### src/rtl/wb_regfile.sv
// wb_regfile: RV32I writeback mux, 32-entry register file with two combinational read
// ports and a committed-write counter. Define REGFILE_BYPASS_EN for write-through reads.
module wb_regfile #(
    parameter int XLEN  = 32,
    parameter int NREG  = 32,
    parameter int CNT_W = 64
) (
    input  logic                    clk,
    input  logic                    rst,
    input  logic                    regwen_WB,
    input  logic [1:0]              WBsel_WB,
    input  logic [XLEN-1:0]         alu_WB,
    input  logic [XLEN-1:0]         mem_WB,
    input  logic [XLEN-1:0]         pc_WB,
    input  logic [$clog2(NREG)-1:0] dest_WB,
    input  logic [$clog2(NREG)-1:0] rs1_addr,
    input  logic [$clog2(NREG)-1:0] rs2_addr,
    output logic [XLEN-1:0]         rs1_data,
    output logic [XLEN-1:0]         rs2_data,
    output logic [XLEN-1:0]         wb_data,
    output logic                    wb_commit,
    output logic [CNT_W-1:0]        wb_count
);

    localparam int AW = $clog2(NREG);

    localparam logic [1:0] SEL_ALU = 2'b00;
    localparam logic [1:0] SEL_MEM = 2'b01;
    localparam logic [1:0] SEL_PC4 = 2'b10;
    localparam logic [1:0] SEL_RSV = 2'b11;

    logic [XLEN-1:0] regs [NREG];

    always_comb begin
        wb_data = '0;
        case (WBsel_WB)
            SEL_ALU: wb_data = alu_WB;
            SEL_MEM: wb_data = mem_WB;
            SEL_PC4: wb_data = pc_WB + XLEN'(4);
            default: wb_data = '0;
        endcase
    end

    // The reserved select is a silent no-op: no write, no count.
    assign wb_commit = regwen_WB && (dest_WB != '0) && (WBsel_WB != SEL_RSV);

    // Entry 0 is never written because wb_commit excludes dest 0.
    always_ff @(posedge clk or negedge rst) begin
        if (!rst) begin
            for (int i = 0; i < NREG; i++) begin
                regs[i] <= '0;
            end
        end else if (wb_commit) begin
            regs[dest_WB] <= wb_data;
        end
    end

    always_ff @(posedge clk or negedge rst) begin
        if (!rst) begin
            wb_count <= '0;
        end else if (wb_commit) begin
            wb_count <= wb_count + CNT_W'(1);
        end
    end

    // Reset gating keeps reads at zero even when the bypass path would fire.
    function automatic logic [XLEN-1:0] read_port(
        input logic [AW-1:0]   addr,
        input logic [XLEN-1:0] stored
    );
        logic [XLEN-1:0] value;
        value = '0;
        if (rst && (addr != '0)) begin
`ifdef REGFILE_BYPASS_EN
            if (wb_commit && (addr == dest_WB)) begin
                value = wb_data;
            end else begin
                value = stored;
            end
`else
            value = stored;
`endif
        end
        return value;
    endfunction

    always_comb begin
        rs1_data = read_port(rs1_addr, regs[rs1_addr]);
        rs2_data = read_port(rs2_addr, regs[rs2_addr]);
    end

endmodule

### config.mk
export PLATFORM = sky130hd
export DESIGN_NAME = wb_regfile
export DESIGN_NICKNAME = d
export VERILOG_FILES = /design/src/rtl/wb_regfile.sv
export SDC_FILE = /design/constraint.sdc
export NUM_CORES = 2
export LEC_CHECK = 0
export CORE_UTILIZATION = 55
export DETAILED_ROUTE_END_ITERATION = 6
export GPL_TIMING_DRIVEN = 0
export MAX_ROUTING_LAYER = met4
export PLACE_DENSITY = 0.79
export SYNTH_ARGS = -nofsm -noshare
export SYNTH_HDL_FRONTEND = slang
export SYNTH_SLANG_ARGS = --single-unit
export TNS_END_PERCENT = 20
### constraint.sdc
create_clock -name clk -period 4.9 [get_ports clk]
set_input_delay 0.98 -clock clk [delete_from_list [all_inputs] [get_ports clk]]
set_output_delay 0.98 -clock clk [all_outputs]
set_load 0.02 [all_outputs]
==> impl_metrics.tcl <==
set metrics [dict create \
    setup_viol 35 \
    syn2layout_area_growth_pct 17.9 \
    synth_seq_cells 1088 \
    synth_top_area_share_pct 47.7 \
    rr_endpoint "wb_count[59]" \
    gp_congestion 1.07 \
    worst_slew_pin_slew_ns 1.73 \
    total_power_mw 27.7 \
    ant_nets 0 \
    postSynthAreaPerCell_um2 11.1 \
    finalCriticalPeriod_ns 5.01 \
    end_kind "output pin" \
    p_leak_nw 29.0 \
    cp.required_ns 3.92 \
    final.setup.worst_slack_ns -0.114 \
    grt_util_all_layers_pct 40.7 \
    final_hold_viol_count 0 \
    final_layout_size_suffix_gt1_share_pct 20.0 \
    slowest_delay_ns 0.56 \
    slew_headroom_pct -15.6 \
    first_pass_iters 7 \
    crit_type "in -> out" \
    worstPathArrival_ns 4.03 \
    fillerInstances 7473 \
    cp_max_fo 10 \
    synth_seq_area_share_pct 47.7 \
    synthArstFlopShare_pct 100 \
    path_clk_slew_ns 0.06 \
    antenna_found_initial 18 \
    drt_iter0_drc 7528 \
    cp_cell_sequence "clkbuf_1, buf_4, clkbuf_2, mux4_2, mux2i_2, o22ai_1, or2_2, clkdlybuf4s50_1" \
    drc 0 \
    cp_slowest_cell "clkdlybuf4s50_1" \
    clk_latency_ns 0.73 \
    timing.fmax_mhz 199 \
    final_common_cell "dfrtp_1" \
    fin_worst_skew_ns 0.0314 \
    num-nets-final 5679 \
    r2r-start "wb_count[6]" \
    violations "max-capacitance violations, max-slew violations, negative setup slack" \
    worstRegToRegCells 5 \
    pin_count 277 \
    post-route-util_pct 65.8 \
    synth_edf_count 0 \
    grt_overflow 0 \
    die_h_um 324 \
    routed_wl_um 206000 \
    cp_num_buf_inv 4 \
    port-buffer-count 271 \
    reg2reg_setup_slack_ns 2.14 \
    power_density_nw_per_um2 410 \
    cp-start-kind "input pin" \
    cts-root-buf "clkbuf_16" \
    num_rows 117 \
    grt_pass1_wl_um 303000 \
    hp-class "in -> async" \
    slew_viol_final 18 \
    cts_max_level 3 \
    synth_cell_type_count 66 \
    ir_drop_mv 0.341 \
    post_drt_wl_per_cell_um 29.2 \
    cts_buffers 112 \
    synth_nets 5253 \
    grt_pass1_vias 48200 \
    synth_area_leaders "dfrtp_1, mux4_2, mux2i_1" \
    final.period_utilization_pct 102 \
    max-cap-violations 2 \
    layout_common_cells "dfrtp_1, nand2_1, o21ai_0, mux4_2, nor2_1" \
    cts_tree "yes" \
    critPathTopFamily "buffers and inverters" \
    die_x_um 324 \
    yosysTopAreaCell "dfrtp_1" \
    clk_path_buf_depth 3 \
    syn_inst 5135 \
    die_area_um2 105000 \
    finalSetupTns_ns -1.71 \
    yosysWarningCount 0 \
    start_util_pct 55.8 \
    dp_hpwl_um 152000 \
    ys.flop_type "dfrtp_1" \
    rsz0062_at_grt "yes" \
    grt_max_degree 183 \
    syn_area_um2 57100 \
    vias 48500 \
    clock_sinks 1088 \
    coreArea_um2 102000 \
    avgViaCountPerCell 6.89 \
    status "complete, but fails checks" \
]
-- synthesized netlist by cell type (7+ instances only) --
library cell  count
and2_1           13
nor2_1          473
nand4_1          31
nor4_1           18
nor2b_1           9
a31oi_1          36
nand2_1         605
buf_2            85
inv_1            40
mux4_2          512
a311oi_1          7
xnor2_1          38
buf_1            35
and3_1           24
xor2_1           35
o21ai_0         585
or2_2            65
nor3_1           31
dfrtp_1        1088
a21oi_1         403
clkbuf_1        405
o22ai_1         129
and4_1           13
mux2i_1         302
nand3_1          68
-- logic make-up after synthesis --
kind of cell	Yosys count	share of synthesized area, %
buffers and inverters	568	3.94
and+or+nand+nor	1398	10.7
AOI/OAI and AO/OA	1190	11.1
DFF	1088	47.7
xor gates and xnor gates	73	1.12
muxes	816	25.5
adders and majority gates	2	0.0438
-- power breakdown --
part / leakage (nW) / switching, mW / internal [mW]
clock: 1.98 / 3.90 / 5.52
combinational: 12.9 / 3.36 / 2.92
sequential: 14.1 / 1.37 / 10.6
total: 29.0 / 8.63 / 19.0
-- worst max-delay path by stage --
stage           startpoint           end  slack (ns)  cells after the start
2_1_floorplan  rs1_addr[0]  rs1_data[10]        0.94                      7
3_3_place_gp           rst   rs2_data[0]      -46.49                      6
3_5_place_dp           rst  rs1_data[19]       -2.06                     10
4_1_cts           pc_WB[5]   wb_data[21]       -0.22                      9
5_1_grt        WBsel_WB[1]   wb_data[24]       -0.12                     10
6_report       rs1_addr[1]  rs1_data[16]       -0.11                      8
-- cell type report --
type                       instances  area [um^2]  area share (%)
antenna                           20         50.0          0.0743
timing repair buffer             320         3600            5.34
clock buffer                     146         3170            4.71
buffer                           520         2470            3.67
clock inverter                    60          845            1.25
tap                             1368         1710            2.54
multi-input combinational       3479        28100            41.8
sequential                      1088        27200            40.4
inverter                          40          154           0.228
-- state kept, by name (all words and copies together) (netlist names) --
| signal | cells |
|---|---|
| regs | 1024 |
| wb_count | 64 |
-- layer usage --
layer | routed length, um | global-route usage [%] | vias to the layer above
met5 | 0 | - | -
met4 | 11600 | 19.9 | 0
met2 | 92300 | 59.4 | 3841
met3 | 32000 | 16.5 | 785
li1 | - | - | 19600
met1 | 70000 | 49.2 | 24300
-- worst register-to-register path: cells and delay by family, from the launching register on --
kind,cells,cell delay [ns]
and+or+nand+nor,4,1.99
DFF,1,0.48
xor gates and xnor gates,1,0.18
-- through the flow --
step                      setup slack [ns]  hold slack [ns]  instances  area (um^2)
after floorplan                      0.944            0.441       5135        57100
after global placement              -46.49            0.452       6774        61600
after detailed placement             -2.06            0.467       6782        61800
after CTS                           -0.217            0.106       7015        67000
after global routing                -0.124            0.128       7034        67400
final                               -0.114            0.121       7041        67400
-- timing repair --
action                                  4_1_cts  5_1_grt
endpoints found under the setup margin       96       71
pin swaps                                    11        6
setup buffers                                22        9
resized for setup                           292       84
gates cloned                                 10        0
hold buffers                                  0        0
Note: power is estimated with default switching activity, not from simulation.
